===== src/rtl/writeback_buffer.sv =====
// Write-back buffer for the decode-stage register file.
// It queues completed MEM-stage results in a small FIFO and drains one
// register write per cycle. Reads that target a pending write are forwarded
// the newest pending value.
module writeback_buffer #(
    parameter int DATA_W = 32,
    parameter int ADDR_W = 4,
    parameter int DEPTH  = 4
) (
    input  logic                       clk,
    input  logic                       rst_n,
    input  logic                       in_valid,
    output logic                       in_ready,
    input  logic                       in_wen,
    input  logic                       in_mem_sel,
    input  logic [ADDR_W-1:0]          in_rd,
    input  logic [DATA_W-1:0]          in_alu,
    input  logic [DATA_W-1:0]          in_mem,
    input  logic                       drain_en,
    output logic                       r_write,
    output logic [ADDR_W-1:0]          rd,
    output logic [DATA_W-1:0]          w_data,
    input  logic [ADDR_W-1:0]          rs,
    input  logic [ADDR_W-1:0]          rt,
    output logic                       fwd_a_hit,
    output logic [DATA_W-1:0]          fwd_a,
    output logic                       fwd_b_hit,
    output logic [DATA_W-1:0]          fwd_b,
    output logic [$clog2(DEPTH):0]     count,
    output logic                       busy
);

    localparam int PW = $clog2(DEPTH);
    localparam int CW = PW + 1;

    logic [ADDR_W-1:0] addr_q [DEPTH];
    logic [DATA_W-1:0] data_q [DEPTH];
    logic [PW-1:0]     wr_ptr_q, rd_ptr_q;
    logic [CW-1:0]     count_q, count_d;
    logic              r_write_q;
    logic [ADDR_W-1:0] rd_q;
    logic [DATA_W-1:0] w_data_q;
    logic              push, pop;

    // A full buffer refuses the handshake even for instructions that write nothing.
    assign in_ready = (count_q != CW'(DEPTH));
    assign push     = in_valid & in_ready & in_wen;
    assign pop      = drain_en & (count_q != '0);

    // Occupancy next state; simultaneous push and pop leaves it unchanged.
    always_comb begin
        count_d = count_q;
        case ({push, pop})
            2'b10:   count_d = count_q + CW'(1);
            2'b01:   count_d = count_q - CW'(1);
            default: count_d = count_q;
        endcase
    end

    // FIFO storage; validity comes from the pointers, so no reset is needed here.
    always_ff @(posedge clk) begin
        if (push) begin
            addr_q[wr_ptr_q] <= in_rd;
            data_q[wr_ptr_q] <= in_mem_sel ? in_mem : in_alu;
        end
    end

    // Pointers, occupancy and the registered register-file write port.
    always_ff @(posedge clk or negedge rst_n) begin
        if (!rst_n) begin
            wr_ptr_q  <= '0;
            rd_ptr_q  <= '0;
            count_q   <= '0;
            r_write_q <= 1'b0;
            rd_q      <= '0;
            w_data_q  <= '0;
        end else begin
            count_q   <= count_d;
            r_write_q <= pop;
            if (push) wr_ptr_q <= wr_ptr_q + PW'(1);
            if (pop) begin
                rd_ptr_q <= rd_ptr_q + PW'(1);
                rd_q     <= addr_q[rd_ptr_q];
                w_data_q <= data_q[rd_ptr_q];
            end
        end
    end

    // Newest-match search: output register first, then FIFO entries from
    // oldest to youngest so that later matches override earlier ones.
    function automatic logic [DATA_W:0] lookup(input logic [ADDR_W-1:0] idx);
        logic [DATA_W:0] res;
        logic [PW-1:0]   slot;
        res = '0;
        if (r_write_q && (rd_q == idx)) res = {1'b1, w_data_q};
        for (int i = 0; i < DEPTH; i++) begin
            slot = rd_ptr_q + PW'(i);
            if ((CW'(i) < count_q) && (addr_q[slot] == idx)) res = {1'b1, data_q[slot]};
        end
        return res;
    endfunction

    assign {fwd_a_hit, fwd_a} = lookup(rs);
    assign {fwd_b_hit, fwd_b} = lookup(rt);

    assign r_write = r_write_q;
    assign rd      = rd_q;
    assign w_data  = w_data_q;
    assign count   = count_q;
    assign busy    = (count_q != '0) | r_write_q;

endmodule

===== config.mk =====
export PLATFORM = sky130hd
export DESIGN_NAME = writeback_buffer
export DESIGN_NICKNAME = d
export VERILOG_FILES = /design/src/rtl/writeback_buffer.sv
export SDC_FILE = /design/constraint.sdc
export NUM_CORES = 1
export LEC_CHECK = 0
export BUFFER_PORTS_ARGS = -buffer_cell sky130_fd_sc_hd__buf_2
export CAP_MARGIN = 5
export CORE_MARGIN = 10
export CORE_UTILIZATION = 30
export DETAILED_ROUTE_END_ITERATION = 10
export PLACE_DENSITY = 0.52
export SYNTH_ARGS = -nofsm -noshare
export SYNTH_HDL_FRONTEND = slang
export SYNTH_SLANG_ARGS = --single-unit
export TNS_END_PERCENT = 30

===== constraint.sdc =====
create_clock -name clk -period 3.2 [get_ports clk]
set_clock_uncertainty 0.05 [all_clocks]
set_input_delay 0.64 -clock clk [delete_from_list [all_inputs] [get_ports clk]]
set_output_delay 0.64 -clock clk [all_outputs]
set_load 0.02 [all_outputs]

# Yosys cells after proc, flatten, opt, wreduce, memory -nomap -nowiden
# Memories as Yosys holds them, arrays and structs flattened.
# Index checks and enable logic that the tools add are counted.
# totals
out_inout_bits,108
mem_count,2
ram_bits,144
elab_cells,61
input_bits,82
ff_bits,44
# memory_table
name,depth,width,rd,rd_clocked_by_memory_dff,wr,line_no,text
data_q,4,32,4,0,1,37,logic [DATA_W-1:0] data_q [DEPTH];
addr_q,4,4,4,0,1,36,logic [ADDR_W-1:0] addr_q [DEPTH];
# classes
reduce_logical,12
mux,14
n_bitwise,4
magnitude_cmp,4
n_addsub,6
eq_ne,13
# op_table
cell,count
$mux W33,10
$eq A4 B4 Y1,10
$mux W32,1
$logic_and A1 B1 Y1,10
$lt A1 B3 Y1 const A,2
$lt A2 B3 Y1 const A,2
$pmux W3 S2,1
$add A2 B1 Y2 const B,2
$add A2 B2 Y2 const B,2
$add A3 B1 Y3 const B,1
$and A1 B1 Y1,3
$ne A3 B3 Y1 const B,1
$reduce_bool A3 Y1,1
$sub A3 B1 Y3 const B,1
$eq A2 B1 Y1 const B,1
$eq A2 B2 Y1 const B,1
$mux W1,2
$reduce_bool A2 Y1,1
$or A1 B1 Y1,1

# Logic depth before layout (Yosys ltp)
# Gate-level depths: netlist of the first run.
# logic_depth
word_depth,7
mapped_depth,11
depth_no_buf,9

# Worst setup path before layout of the first run
# OpenSTA, ideal clock, no wires.
# synth_timing
path_type,register to output
startpoint,reg rd_ptr_q[0]
endpoint,out fwd_b[10]
t_arrival_ps,2749
n_path_buf,4
path_stages_with_launch,11
t_required_ps,2510
path_slack_ps,-239
cell_sequence,dfrtp_1 > buf_4 > mux4_2 > xnor2_1 > nand3_1 > or2_1 > clkbuf_1 > and3_1 > clkbuf_1 > buf_4 > a211oi_1
# synth_between
elab_chain_len,7
word_cells_on_any_way,17
classes_between,add/sub (3); eq/ne (4); mux (4); reduce/logical (4); memory (2)
# synth_lines
item,line_no,text
start: declaration,38,"logic [PW-1:0] wr_ptr_q, rd_ptr_q;"
start signal: assignment,82,rd_ptr_q <= rd_ptr_q + PW'(1);
$add A2 B1 Y2 or $mem_v2 Z4 W4 (tied branches),-,
$mem_v2 Z4 W4 or $eq A4 B4 Y1 (tied branches),-,
$eq A4 B4 Y1 or $logic_and A1 B1 Y1 (tied branches),98,"if ((CW'(i) < count_q) && (addr_q[slot] == idx)) res = {1'b1, data_q[slot]};"
$logic_and A1 B1 Y1 or $mux W33 (tied branches),98,
$mux W33 (2 in series),98,
$mux W33 *,98,
end: declaration,28,"output logic [DATA_W-1:0] fwd_b,"
# Every way passes the cells marked *; elsewhere a longest branch is shown, timed or not.

# Final worst setup path of the first run
# layout_timing
startpoint,reg rd_ptr_q[0]
endpoint,out fwd_a[0]
# layout_between
elab_chain_len,7
word_cells_on_any_way,17
classes_between,add/sub (3); eq/ne (4); mux (4); reduce/logical (4); memory (2)
# layout_lines
item,line_no,text
$add A2 B1 Y2 or $mem_v2 Z4 W4 (tied branches),-,
$mem_v2 Z4 W4 or $eq A4 B4 Y1 (tied branches),-,
$eq A4 B4 Y1 or $logic_and A1 B1 Y1 (tied branches),98,
$logic_and A1 B1 Y1 or $mux W33 (tied branches),98,
$mux W33 (2 in series),98,
$mux W33 *,98,
end: declaration,26,"output logic [DATA_W-1:0] fwd_a,"
# Marked as above.

==> summary.txt, run 1 <==
Run status
  – Status: finished with violations
  – Failing checks: setup timing

Worst hold path
  – Hold WC Path Type: input pin to asynchronous set/reset pin

Power
  – Worst vdd ir: 0.546 mV
  – Power Density: 1130 mW/mm²
  – Leak: 0.00727 µW

CTS
  – CTS tree: built
  – Root buf cell: clkbuf_16
  – Worst-path clk slew: ~0.08 ns
  – Sinks on Clock Net: 188
  – Cts bufs inserted: 17
  – Htree depth: 4
  – Skew-Pair Late Insertion Delay: roughly 0.45 ns
  – Post-CTS Hold Buffers: 0
  – CTS Buffer Depth: 2

Timing
  – Unrepaired setup endpoints after global routing: yes
  – Achievable clock frequency: 253 MHz
  – Worst-Margin Slew: a little under 1 ns
  – Fin Hold WS: 0.281 ns
  – Worst slew margin: roughly 36%
  – Min cycle time layout: approximately 4 ns
  – Setup Viol. Count Final: between 60 and 70
  – Final Max Tran Viols: 0
  – Setup WS post-layout: -0.760 ns
  – Final Cycle Share: 124%
  – Final Hold Viols: 0

Route
  – Vias: about 12000
  – Router iterations before antenna repair: 6
  – WL/cell: 22.1 µm
  – Drt initial violations: 888
  – Detail Route Antenna Nets: 0
  – WL final: 48.3 mm
  – Avg Vias per Cell: 5.50
  – Drt drc: 0

Floorplan
  – DIE AREA: 0.0516 mm²
  – Initial Utilization: 30.5%
  – Row cnt: between 70 and 80
  – Die height: approximately 230 µm
  – Core area: 0.0422 mm²
  – I/O Pins: 190
  – Die X: 227 µm

Placed design
  – DP HPWL: 32.9 mm
  – RD Place Congestion: 0.828
  – Port Buffers: 189
  – Pre-CTS setup slack: -0.442 ns

Global route
  – Total congestion overflow: 0
  – First-pass GRT wire length: 73.0 mm
  – Initial antenna violation count: 1
  – All-Layer GR Usage: between 10% and 20%
  – Pin count of the biggest net entering global routing: 129
  – Vias in the first global route: ~12000

Cells and area
  – Final Net Count: 1725
  – Share of cells above drive strength 1: between 40% and 50%
  – Area Growth Syn to Fin: 42.1%
  – Register area: roughly 0.0054 mm²
  – Multi-input logic area: 0.00802 mm²
  – FILL cells: 3947

Critical path
  – Critical path arrival: 3.27 ns
  – Slowest stage delay, CP: 0.51 ns
  – Critical Path RT: 2.51 ns
  – CP Cell Sequence: buf_8, buf_6, mux4_2, xnor2_2, nand2_2, nor4_4, buf_4, buf_8, a2111oi_0, a211oi_1, buf_4, buf_6
  – CP endpoint kind: primary output
  – R2r startpoint: count[0]
  – Crit-path max FO: 8
  – Slowest cell on crit path: dfrtp_4
  – Critical Path Source: rd_ptr_q[0]
  – Crit start category: register
  – CP Class: register to primary output

Synth
  – Synth Instances: 1342
  – Main flop type after synthesis: edfxtp_1
  – #FFs+latches synth: 188
  – Leading area contributor after synthesis: edfxtp_1
  – Net Count, Synth: 1433
  – Sequential-to-total area share from yosys stat: 42.1%
  – Post-synth EDFFs: roughly 140
  – Ys async rst share: 23.4%
  – Synth cell count leaders: nand2_1, edfxtp_1, o21ai_0
  – Top cells by area, synth: edfxtp_1, mux2_2, dfrtp_1
  – Avg Cell Area, Syn: 9.60 µm²
  – Top-count cell post-synth: nand2_1
  – Synth unique cells: 38
  – Ys Warns: 0
  – Synthesized area: approximately 0.013 mm²
  – Post-synth top area share: 33.6%

Flow run
  – Max-cap viol count: 0
sequential cells by signal, indices dropped and copies added (netlist names):
register	cells
addr_q	16
count	3
data_q	128
r_write	1
rd	4
rd_ptr_q	2
w_data	32
wr_ptr_q	2
metal layers:
layer | wire length (µm) | GRT usage (%)
met1 | 22000 | 24.9
met2 | 22300 | 29.1
met3 | 3180 | 3.78
met4 | 925 | 5.31
met5 | 0 | 0
cells in the final DEF, fill, tap and decap left out, types with 5 or more instances in the layout:
master / Yosys / layout
a21oi_1: 33 / 33
xor2_1: 13 / 11
a2111oi_0: 64 / 10
mux2i_1: 71 / 67
nor3_1: 66 / 59
and3_1: 67 / 65
buf_8: 0 / 6
o22ai_2: 0 / 8
a211oi_4: 0 / 29
o22ai_1: 64 / 56
o21ai_0: 130 / 129
a211oi_2: 0 / 34
nor2_1: 36 / 36
mux4_2: 14 / 14
nand2_1: 205 / 200
mux2_2: 100 / 100
nor3_2: 0 / 7
a2111oi_4: 0 / 5
buf_12: 0 / 38
nand3_2: 0 / 5
edfxtp_1: 144 / 144
clkbuf_16: 0 / 18
ha_1: 9 / 9
inv_1: 7 / 6
buf_2: 26 / 125
a2111oi_1: 0 / 17
dfrtp_1: 44 / 42
buf_4: 4 / 196
buf_6: 1 / 46
and2_2: 0 / 6
xnor2_2: 0 / 8
a2111oi_2: 0 / 32
xnor2_1: 33 / 25
worst max-delay path: cells and delay by family (launching register included):
family / cells / cell delay (ns)
buffers and inverters: 6 / 0.91
flip-flops: 1 / 0.51
multiplexers: 1 / 0.48
AO/OA/AOI/OAI: 2 / 0.42
AND/OR/NAND/NOR: 2 / 0.28
XOR/XNOR: 1 / 0.21
final cells by class:
cell class,count,area share (%)
diodes,1,0.0137
clock buffers,21,2.46
clock inverters,11,0.649
inverters,7,0.157
multi-input cells,1005,43.8
flip-flops and latches,188,29.7
well taps,539,3.68
repair buffers,415,19.5
final timing paths:
check | endpoint | slack (ns) | cells after the start
min reg2reg | w_data[28] | 0.47 | 2
max in group asynchronous | w_data[2] | 2.04 | 2
max | fwd_a[0] | -0.76 | 12
max reg2reg | data_q[3][17] | 0.86 | 6
min in group clk | addr_q[1][2] | 0.37 | 1
min | r_write | 0.28 | 1
metrics by stage:
stage | total power [µW] | cell area [µm²] | cells | setup TNS (ns) | util, %
3_3_place_gp | 16600 | 16500 | 2130 | -18.88 | 39.0
3_5_place_dp | 16700 | 16500 | 2130 | -19.90 | 39.0
6_report | 20600 | 18300 | 2187 | -44.21 | 43.4
2_1_floorplan | 11200 | 13500 | 1342 | -2.25 | -
5_1_grt | 21900 | 18300 | 2187 | -51.20 | 43.4
4_1_cts | 20300 | 18000 | 2188 | -44.40 | 42.7
where the power goes:
group	total [µW]	internal [µW]	leakage, µW	switching, µW
clock network	2130	1170	0.000279	958
logic	14900	6640	0.00516	8250
registers	3610	3150	0.00183	465
total	20600	11000	0.00727	9670
repair_timing:
action / 4_1_cts / 5_1_grt
endpoints found under the setup margin: 66 / 66
buffers inserted: 25 / 2
pin swaps: 23 / 9
resized for setup: 184 / 62
cloned: 2 / 1
cells by family after synthesis:
family	Yosys count	share of synthesized area [%]
simple gates	403	14.4
compound gates	360	17.8
flops	188	42.1
mux	187	16.9
buf+inv	149	4.78
xor+xnor	46	3.13
fa+ha+maj	9	0.874
(Power assumes the default switching activity.)
==> run 2, diff against run 1 <==
==> constraint.sdc (replaced) <==
create_clock -name clk -period 4.7 [get_ports clk]
set_clock_uncertainty 0.05 [all_clocks]
set_input_delay 0.94 -clock clk [delete_from_list [all_inputs] [get_ports clk]]
set_output_delay 0.94 -clock clk [all_outputs]
set_load 0.02 [all_outputs]
==> summary.txt, run 2 (same netlist as run 1, synthesis figures left out) <==
Run status
  – Status: completed

Route
  – WL/cell: 22.7 µm
  – Drt initial violations: 881
  – Avg Vias per Cell: 5.60
  – Detail Route Antenna Nets: 0
  – WL final: 45.6 mm
  – Vias: 11242
  – Router iterations before antenna repair: 5
  – Drt drc: 0

Power
  – Worst vdd ir: between 0.4 and 0.5 mV
  – Leak: 0.00594 µW
  – Power Total: approximately 11000 µW
  – Power Density: between 700 and 800 mW/mm²

Floorplan
  – DIE AREA: 0.0516 mm²
  – Initial Utilization: between 30% and 40%
  – I/O Pins: 190
  – Core area: 0.0422 mm²
  – Die height: roughly 230 µm
  – Die X: 227 µm
  – Row cnt: 75

Global route
  – First-pass GRT wire length: 67.6 mm
  – Total congestion overflow: 0
  – Initial antenna violation count: 0
  – Vias in the first global route: 11061
  – Pin count of the biggest net entering global routing: 114
  – All-Layer GR Usage: between 10% and 20%

Timing
  – Achievable clock frequency: 218 MHz
  – Min cycle time layout: 4.59 ns
  – Worst-Margin Slew: 0.866 ns
  – Worst slew margin: 42.3%
  – Setup TNS: 0 ns
  – Final Cycle Share: approximately 98%
  – Final Max Tran Viols: 0
  – Setup Viol. Count Final: 0
  – Fin Hold WS: 0.426 ns
  – Final Hold Viols: 0

CTS
  – Sinks on Clock Net: roughly 190
  – Root buf cell: clkbuf_16
  – CTS tree: built
  – Htree depth: 4
  – CTS Buffer Depth: 2
  – Skew-Pair Late Insertion Delay: 0.47 ns
  – Worst-path clk slew: 0.08 ns
  – Cts bufs inserted: 17

Worst hold path
  – Hold WC Path Type: input pin to asynchronous set/reset pin

Critical path
  – CP Class: register to primary output
  – CP endpoint kind: primary output
  – Critical path arrival: 3.60 ns
  – Crit-path max FO: 17
  – Critical Path RT: 3.71 ns
  – Crit start category: register

Cells and area
  – Max reg flops: 128
  – Share of cells above drive strength 1: 28.4%
  – Finished Core Util: 35.7%
  – FILL cells: ~4200
  – Commonest non-fill, non-tap cell in the layout: nand2_1
  – Most frequent cells in the layout: nand2_1, buf_2, edfxtp_1
  – Final Net Count: 1543
  – Reg with most FFs: data_q
  – Area Growth Syn to Fin: 16.9%

Placed design
  – DP HPWL: slightly above 30 mm
  – RD Place Congestion: 0.844
  – Port Buffers: approximately 190

Flow run
  – Max-cap viol count: 0
-- run 2: through the flow --
stage	cells	setup slack, ns	cell area, µm²
floorplan	1342	0.721	12900
global placement	1963	0.379	14300
detailed placement	1963	0.315	14300
CTS	1996	0.00104	14900
global route	2004	-0.0212	15100
finish	2006	0.110	15100
-- run 2: final cells by class --
class	instances	area, µm²	share of cell area [%]
flip-flops and latches	188	5430	36.1
repair buffers	231	1330	8.84
clock inverters	15	155	1.03
multi-input cells	1007	7010	46.5
inverters	7	28.8	0.191
diodes	2	5.00	0.0332
well taps	539	674	4.48
clock buffers	17	425	2.82
-- run 2: routing by layer --
| layer | part of all wire [%] | track usage (%) |
|---|---|---|
| met4 | 2.2 | 5.27 |
| met1 | 44 | 22.3 |
| met3 | 6.9 | 3.49 |
| met5 | 0 | 0 |
| met2 | 47 | 28.4 |
-- run 2: report_power, final --
| group | switching [µW] | leakage, µW | internal, µW | total, µW |
|---|---|---|---|---|
| registers | 359 | 0.00183 | 2140 | 2500 |
| clock network | 734 | 0.000279 | 751 | 1490 |
| logic | 4600 | 0.00383 | 2330 | 6930 |
-- run 2: timing repair --
item                                    4_1_cts  5_1_grt
setup buffers                                 0        7
cloned                                        1        1
gates resized for setup                       2        7
pin swaps                                     2        1
endpoints found under the setup margin       12       54
hold buffers                                  0        0
-- run 2: path summary, 6_finish.rpt --
path	startpoint	endpoint	slack [ns]	cells after the start
setup / recovery	rd_ptr_q[0]	fwd_a[30]	0.11	8
hold / removal	rst_n	w_data[3]	0.43	1
setup reg to reg	count[0]	addr_q[1][2]	1.79	6
hold reg to reg	w_data[30]	w_data[30]	0.48	2
max in group asynchronous	rst_n	w_data[19]	3.38	2
min in group clk	w_data[30]	w_data[30]	0.48	2
-- run 2: worst max-delay path, stage by stage, from the launching register on --
cell and delay [ns]:
dfrtp_4 0.54, buf_12 0.15, mux4_2 0.46, xnor2_1 0.16
nand3_1 0.27, o21ai_4 0.74, a2111oi_0 0.16, a211oi_1 0.40
buf_2 0.25
==> run 3, diff against run 2 <==
--- a/config.mk
+++ b/config.mk
@@ -10,7 +10,7 @@
 export CORE_MARGIN = 10
 export CORE_UTILIZATION = 30
 export DETAILED_ROUTE_END_ITERATION = 10
-export PLACE_DENSITY = 0.52
+export PLACE_DENSITY_LB_ADDON = 0.15
 export SYNTH_ARGS = -nofsm -noshare
 export SYNTH_HDL_FRONTEND = slang
 export SYNTH_SLANG_ARGS = --single-unit
==> summary.txt, run 3 (same netlist as run 1, synthesis figures left out) <==
Cells and area
  – Commonest non-fill, non-tap cell in the layout: nand2_1
  – Antenna cell count: 0
  – Reg with most FFs: data_q
  – Finished Core Util: 36.0%
  – Most frequent cells in the layout: nand2_1, buf_2, edfxtp_1
  – Non-filler cells, final: 2010
  – Share of cells above drive strength 1: about 30%
  – Max reg flops: 128
  – Final Net Count: 1549
  – Area Growth Syn to Fin: 18.1%

Placed design
  – DP HPWL: 30.7 mm
  – Port Buffers: 189
  – Pre-CTS setup slack: 0.175 ns
  – RD Place Congestion: 0.786
  – # placed instances: between 1500 and 2000

Timing
  – Min cycle time layout: 4.67 ns
  – Worst-Margin Slew: 0.871 ns
  – Worst slew margin: 42.0%
  – Final Hold Viols: 0
  – Setup WS post-layout: 0.0262 ns
  – Final Cycle Share: 99.4%
  – Setup Viol. Count Final: 0
  – Unrepaired setup endpoints after global routing: yes
  – Final Max Tran Viols: 0
  – Achievable clock frequency: 214 MHz
  – Setup TNS: 0 ns

Route
  – WL/cell: 23.4 µm
  – Detail Route Antenna Nets: 0
  – Drt drc: 0
  – Drt initial violations: about 800
  – WL final: 47.0 mm
  – Router iterations before antenna repair: 6
  – Vias: 11213
  – Avg Vias per Cell: roughly 5.6

Critical path
  – Crit-path max FO: 21
  – CP endpoint kind: primary output
  – Critical Path RT: 3.71 ns
  – Slowest stage delay, CP: 0.58 ns
  – CP Cell Sequence: buf_4, mux4_2, xnor2_1, nand2_1, or2_2, and3_4, a211oi_1, buf_2
  – CP Class: register to primary output
  – Critical path arrival: 3.68 ns
  – Delay-heaviest family, CP: simple AND/OR/NAND/NOR gates
  – Crit start category: register
  – CP bufs+invs: 2
  – Slowest cell on crit path: dfrtp_4

Global route
  – First-pass GRT wire length: 69.2 mm
  – Initial antenna violation count: 0
  – Total congestion overflow: 0
  – All-Layer GR Usage: 17.6%
  – Pin count of the biggest net entering global routing: 129
  – Vias in the first global route: approximately 11000

CTS
  – Worst-path clk slew: ~0.070 ns
  – Skew-Pair Late Insertion Delay: 0.45 ns
  – CTS tree: built
  – CTS Buffer Depth: 2
  – Cts bufs inserted: 17
  – Htree depth: 4
  – Post-CTS Hold Buffers: 0
  – Sinks on Clock Net: 188
  – Root buf cell: clkbuf_16

Power
  – Leak: roughly 0.006 µW
  – Worst vdd ir: ~0.37 mV
  – Power Density: roughly 730 mW/mm²

Floorplan
  – Die X: 227 µm
  – Core area: between 0.04 and 0.05 mm²
  – DIE AREA: ~0.052 mm²
  – Die height: 227 µm
  – Row cnt: 75
  – I/O Pins: 190
  – Initial Utilization: a little under a third

Flow run
  – Max-cap viol count: 0

Worst hold path
  – Hold WC Path Type: input pin to asynchronous set/reset pin

Run status
  – Status: completed
-- run 3: changes by cell type in the layout (fill, tap and decap cells not counted), sizes merged --
cell,change
clkinvlp,-1
clkbuf,+4
buf,+6
inv,-6
diode,-2
clkinv,+3
-- run 3: where the power goes --
group	total, µW	internal [µW]	switching [µW]
clock	1450	782	665
sequential	2520	2140	374
combinational	7150	2440	4710
-- run 3: worst paths after layout --
| kind | start | to | slack (ns) | cells after the start |
|---|---|---|---|---|
| worst max-delay path | rd_ptr_q[0] | fwd_a[0] | 0.03 | 8 |
| worst min-delay path | rst_n | rd_ptr_q[0] | 0.43 | 1 |
| worst max register to register | count[0] | data_q[3][10] | 1.79 | 6 |
| worst min register to register | w_data[30] | w_data[30] | 0.49 | 2 |
| max in group asynchronous | rst_n | w_data[26] | 3.36 | 2 |
| min in group clk | w_data[30] | w_data[30] | 0.49 | 2 |
-- run 3: final cells by class --
| cell class | instances | area, µm² |
|---|---|---|
| flip-flops and latches | 188 | 5430 |
| multi-input cells | 1007 | 7090 |
| clock inverters | 11 | 110 |
| well taps | 539 | 674 |
| clock buffers | 21 | 472 |
| fillers | 4220 | 27000 |
| inverters | 7 | 28.8 |
| repair buffers | 237 | 1410 |
-- run 3: worst reg2reg max path, cell delays in order (launching register included) --
cell and delay [ns]:
dfrtp_1 0.50, inv_1 0.13, ha_1 0.24, nand2_1 0.07
and3_1 0.36, and2_2 0.78, buf_4 0.45
-- run 3: per-stage QoR --
stage	total power (µW)	hold slack (ns)	instance area, µm²
3_5_place_dp	9460	0.468	14400
6_report	11100	0.430	15200
2_1_floorplan	7030	0.530	12900
4_1_cts	11000	0.433	15000
3_3_place_gp	9440	0.462	14400
5_1_grt	11900	0.454	15200
-- run 3: metal layers --
| layer | track usage, % | vias to the layer above | routed length (µm) |
|---|---|---|---|
| met3 | 3.58 | 48 | 3140 |
| li1 | - | 5305 | - |
| met5 | 0 | - | 0 |
| met1 | 23.6 | 5438 | 21300 |
| met2 | 28.5 | 422 | 21900 |
| met4 | 4.06 | 0 | 699 |
-- run 3: repair_timing --
| item | in CTS | in global routing |
|---|---|---|
| setup buffers | 0 | 7 |
| gates cloned | 0 | 2 |
| pin swaps | 2 | 2 |
| setup endpoints to repair | 21 | 63 |
| resized for setup | 19 | 22 |
